### config.mk
export PLATFORM = sky130hd
export DESIGN_NAME = clock_stop_seq
export DESIGN_NICKNAME = d
export VERILOG_FILES = /design/src/rtl/clock_stop_seq_pkg.sv /design/src/rtl/clock_stop_seq_clk_gate_cell.sv /design/src/rtl/clock_stop_seq.sv
export SDC_FILE = /design/constraint.sdc
export NUM_CORES = 1
export LEC_CHECK = 0
export BUFFER_PORTS_ARGS = -buffer_cell sky130_fd_sc_hd__clkbuf_2
export CAP_MARGIN = 20
export CORE_MARGIN = 2
export CORE_UTILIZATION = 51
export CTS_BUF_LIST = sky130_fd_sc_hd__clkbuf_4
export CTS_CLUSTER_SIZE = 8
export DETAILED_ROUTE_END_ITERATION = 10
export GPL_TIMING_DRIVEN = 0
export PLACE_DENSITY_LB_ADDON = 0.08
export SLEW_MARGIN = 25
export SYNTH_ARGS = -nofsm -noshare
export SYNTH_HDL_FRONTEND = slang
export SYNTH_HIERARCHICAL = 1
export SYNTH_SLANG_ARGS = --single-unit
### constraint.sdc
create_clock -name clk_in -period 3.9 [get_ports clk_in]
set_clock_uncertainty 0.05 [all_clocks]
set_input_delay 0.39 -clock clk_in [delete_from_list [all_inputs] [get_ports clk_in]]
set_output_delay 0.39 -clock clk_in [all_outputs]
set_load 0.005 [all_outputs]
### src/rtl/clock_stop_seq_pkg.sv
// Shared definitions for the clock stop/start sequencer: FSM encoding and
// default delay constants.
package clock_stop_seq_pkg;

  // Sequencer states. STOPPED is the reset state.
  typedef enum logic [1:0] {
    RUN        = 2'd0,
    STOP_WAIT  = 2'd1,
    STOPPED    = 2'd2,
    START_WAIT = 2'd3
  } state_e;

  // Default drain / restart intervals in clk_in cycles, and counter width.
  localparam int unsigned DEF_STOP_DELAY  = 4;
  localparam int unsigned DEF_START_DELAY = 6;
  localparam int unsigned DEF_CNT_W       = 16;

endpackage

### src/rtl/clock_stop_seq_clk_gate_cell.sv
// Glitch-free clock gate: negedge enable latch followed by an AND gate.
// Isolated so it can be replaced by a vendor ICG / BUFGCE primitive.
module clock_stop_seq_clk_gate_cell (
  input  logic clk_i,
  input  logic rst_i,
  input  logic en_i,
  output logic en_lat_o,
  output logic gclk_o
);

  logic en_lat_q;

  // Enable only changes while clk_i is low, so gclk_o never gets a runt pulse.
  always_ff @(negedge clk_i or posedge rst_i) begin
    if (rst_i) begin
      en_lat_q <= 1'b0;
    end else begin
      en_lat_q <= en_i;
    end
  end

  assign en_lat_o = en_lat_q;
  assign gclk_o   = clk_i & en_lat_q;

endmodule

### src/rtl/clock_stop_seq.sv
// Clock stop/start sequencer: on a level stop request, drains for STOP_DELAY
// cycles then gates the downstream clock off and acknowledges; on release,
// waits START_DELAY cycles then re-enables the clock and drops the ack.
module clock_stop_seq
  import clock_stop_seq_pkg::*;
#(
  parameter int unsigned STOP_DELAY  = DEF_STOP_DELAY,
  parameter int unsigned START_DELAY = DEF_START_DELAY,
  parameter int unsigned CNT_W       = DEF_CNT_W
) (
  input  logic clk_in,
  input  logic rst,
  input  logic stop_req,
  output logic stop_ack,
  output logic busy,
  output logic clk_running,
  output logic clk_out
);

  localparam logic [CNT_W-1:0] STOP_LAST  = CNT_W'(STOP_DELAY - 1);
  localparam logic [CNT_W-1:0] START_LAST = CNT_W'(START_DELAY - 1);
  localparam logic [CNT_W-1:0] CNT_MAX    = '1;

  state_e           state_q, state_d;
  logic [CNT_W-1:0] cnt_q, cnt_d;
  logic [CNT_W-1:0] cnt_inc;
  logic             en_q, en_d;
  logic             ack_q, ack_d;
  logic             busy_q, busy_d;

  // Saturating increment: the counter never wraps back into a terminal value.
  assign cnt_inc = (cnt_q == CNT_MAX) ? cnt_q : cnt_q + CNT_W'(1);

  // Next-state, counter and registered-output decode.
  always_comb begin
    state_d = state_q;
    cnt_d   = cnt_q;
    case (state_q)
      STOPPED: begin
        if (!stop_req) begin
          state_d = START_WAIT;
          cnt_d   = '0;
        end
      end
      START_WAIT: begin
        // A re-asserted request wins over a simultaneous terminal count.
        if (stop_req) begin
          state_d = STOPPED;
        end else if (cnt_q == START_LAST) begin
          state_d = RUN;
        end else begin
          cnt_d = cnt_inc;
        end
      end
      RUN: begin
        if (stop_req) begin
          state_d = STOP_WAIT;
          cnt_d   = '0;
        end
      end
      STOP_WAIT: begin
        // A released request wins over a simultaneous terminal count.
        if (!stop_req) begin
          state_d = RUN;
        end else if (cnt_q == STOP_LAST) begin
          state_d = STOPPED;
        end else begin
          cnt_d = cnt_inc;
        end
      end
      default: begin
        state_d = STOPPED;
      end
    endcase
    en_d   = (state_d == RUN)      || (state_d == STOP_WAIT);
    ack_d  = (state_d == STOPPED)  || (state_d == START_WAIT);
    busy_d = (state_d == STOP_WAIT) || (state_d == START_WAIT);
  end

  // State, counter and output registers; reset parks the clock stopped.
  always_ff @(posedge clk_in or posedge rst) begin
    if (rst) begin
      state_q <= STOPPED;
      cnt_q   <= '0;
      en_q    <= 1'b0;
      ack_q   <= 1'b1;
      busy_q  <= 1'b0;
    end else begin
      state_q <= state_d;
      cnt_q   <= cnt_d;
      en_q    <= en_d;
      ack_q   <= ack_d;
      busy_q  <= busy_d;
    end
  end

  clock_stop_seq_clk_gate_cell u_clk_gate_cell (
    .clk_i    (clk_in),
    .rst_i    (rst),
    .en_i     (en_q),
    .en_lat_o (clk_running),
    .gclk_o   (clk_out)
  );

  assign stop_ack = ack_q;
  assign busy     = busy_q;

endmodule

==> flow_metrics.tcl <==
set metrics [dict create \
    totalWireLength_um 3280 \
    drtIter0Drc 62 \
    drv_cap 0 \
    p_leak_nw 0.602 \
    cp_slowest_stage_delay_ps 410 \
    core_area_um2 2520 \
    cts_tree "built" \
    synth_flop_cell "dfrtp_1" \
    setup_slack_ps 457 \
    instances_no_fill 183 \
    cts_setup_buffers 0 \
    dieArea_um2 3130 \
    yosys_warnings 6 \
    synthTopCellsByArea "dfrtp_1 (35%), a32o_1 (4.4%), a41oi_4 (4.0%), inv_1 (3.3%), nor4_4 (3.1%)" \
    worst_pin_slew_ps 800 \
    critPathBufInv 1 \
    outcome "finished, final reports clean" \
    synth-seq-cells 21 \
    crit_chain "and2_1, clkbuf_2" \
    antenna_found_initial 0 \
    gp_congestion 0.841 \
    hpwl_um 2150 \
    criticalPathCategory "reg -> out" \
    yosys.cell_types.count 46 \
    cp-startpoint "u_clk_gate_cell/en_lat_o" \
    setup_tns_ps 0 \
    die_h_um 56.0 \
    cp_max_fo 2 \
    synth_common_cells "dfrtp_1 (19), inv_1 (12), nand2_1 (9)" \
    slew_headroom_pct 46.6 \
    grt_max_degree 21 \
    wl_met2_um 1520 \
    ys_seq_area_share_pct 38.3 \
    cts_hold_buf 0 \
    end_kind "primary output" \
    post_drt_wl_per_cell_um 17.9 \
    path_clk_slew_ps 120 \
    grt_overflow 0 \
    synth_top_area_share_pct 34.5 \
    yosysMostFrequentCell "dfrtp_1" \
    first_pass_iters 4 \
    floorplan.initialDensity_pct 54.6 \
    nets 159 \
    syn-num-nets 145 \
    met1_length_um 1540 \
    critical_path.slowest_cell "dfrtn_1" \
    routed.top_layer "met4" \
    timing.rr.start "en_q" \
    yosys.area.top_type "dfrtp_1" \
    drc 0 \
    hp-class "in -> async" \
    setup_viol 0 \
    die_x_um 56.0 \
    power_density_nw_per_um2 389 \
    crit_family "flip-flops" \
    vias_per_cell 6.62 \
    post-place-ws_ps 925 \
    hold_viol_final 0 \
    async_flop_share_pct 100 \
    met3_length_um 182 \
    vias 1212 \
    synth_area_um2 1380 \
    io_buffers 6 \
    syn_to_final_growth_pct 8.55 \
    grt_pass1_vias 1155 \
    cp-start-kind "register" \
    required_ps 3460 \
    grt_pass1_wl_um 5350 \
    drive_above_1_share_pct 19.6 \
    final_max_slew_viol_count 0 \
    antenna_left 0 \
    cts_resized 0 \
    crit_arrival_ps 3000 \
    grt_setup_unrepaired "no" \
    synth_edf_count 0 \
    hold_ws_ps 40.5 \
    synth_cells 140 \
    irDropWorstVdd_mv 0.319 \
    clk_latency_ps 430 \
    grt_usage_pct 22.4 \
    syn_avg_cell_area_um2 9.83 \
    rows 18 \
    antenna_cells 0 \
    io_pins 7 \
    dp.cells 176 \
]
-- final timing paths --
path / endpoint / slack (ps) / cells after the start
max: clk_out / 460 / 2
min: cnt_q[8] / 40 / 2
max reg2reg: u_clk_gate_cell/en_lat_o / 1380 / 0
min reg2reg: cnt_q[0] / 510 / 1
max in group asynchronous: u_clk_gate_cell/en_lat_o / 2120 / 2
min in group clk_in: state_q[1] / 180 / 3
-- where the power goes --
part           switching, mW  leakage, nW  internal [mW]  total (mW)
clock                 0.0875       0.0380         0.0843       0.172
combinational         0.0756        0.298         0.0530       0.129
sequential            0.0354        0.266          0.245       0.280
-- sequential cells by signal (all words and copies together) (netlist names) --
register	count
en_q	1
state_q	2
u_clk_gate_cell/en_lat_o	1
cnt_q	16
busy	1
-- layout make-up --
type / count / area [µm²]
Inverter: 13 / 48.8
Tap cell: 30 / 37.5
Timing Repair Buffer: 5 / 25.0
Clock inverter: 1 / 5.00
Buffer: 4 / 26.3
Clock buffer: 7 / 50.0
Sequential cell: 21 / 527
Multi-Input combinational cell: 102 / 774
Fill cell: 215 / 1030
-- metal layers --
layer  GRT usage, %  vias to the layer above
met1           29.4                      593
met4           10.9                        0
met3           8.60                        6
met5              0                        -
li1               -                      569
met2           32.5                       44
-- logic make-up after synthesis --
logic type,synth area share [%]
adders and majority gates,1.82
muxes,1.45
AOI/OAI and AO/OA,27.6
DFF,38.3
and+or+nand+nor,25.4
buffers and inverters,5.45
-- layout by cell type (no fill, tap or decap), drive strengths merged, types with 6 or more instances in the layout --
cell / count
a32o: 6
dfrtp: 19
nor2: 9
clkbuf: 14
o21ai: 7
nand2: 9
inv: 13
nand3: 7
-- through the flow --
stage                     instance area [µm²]  power [mW]  utilization, %
after floorplan                          1380       0.389               -
after global placement                   1440       0.425            57.2
after detailed placement                 1440       0.430            57.2
after CTS                                1490       0.585            59.2
after global routing                     1490       0.615            59.2
final                                    1490       0.581            59.2
Note: power is estimated with default switching activity, not from simulation.
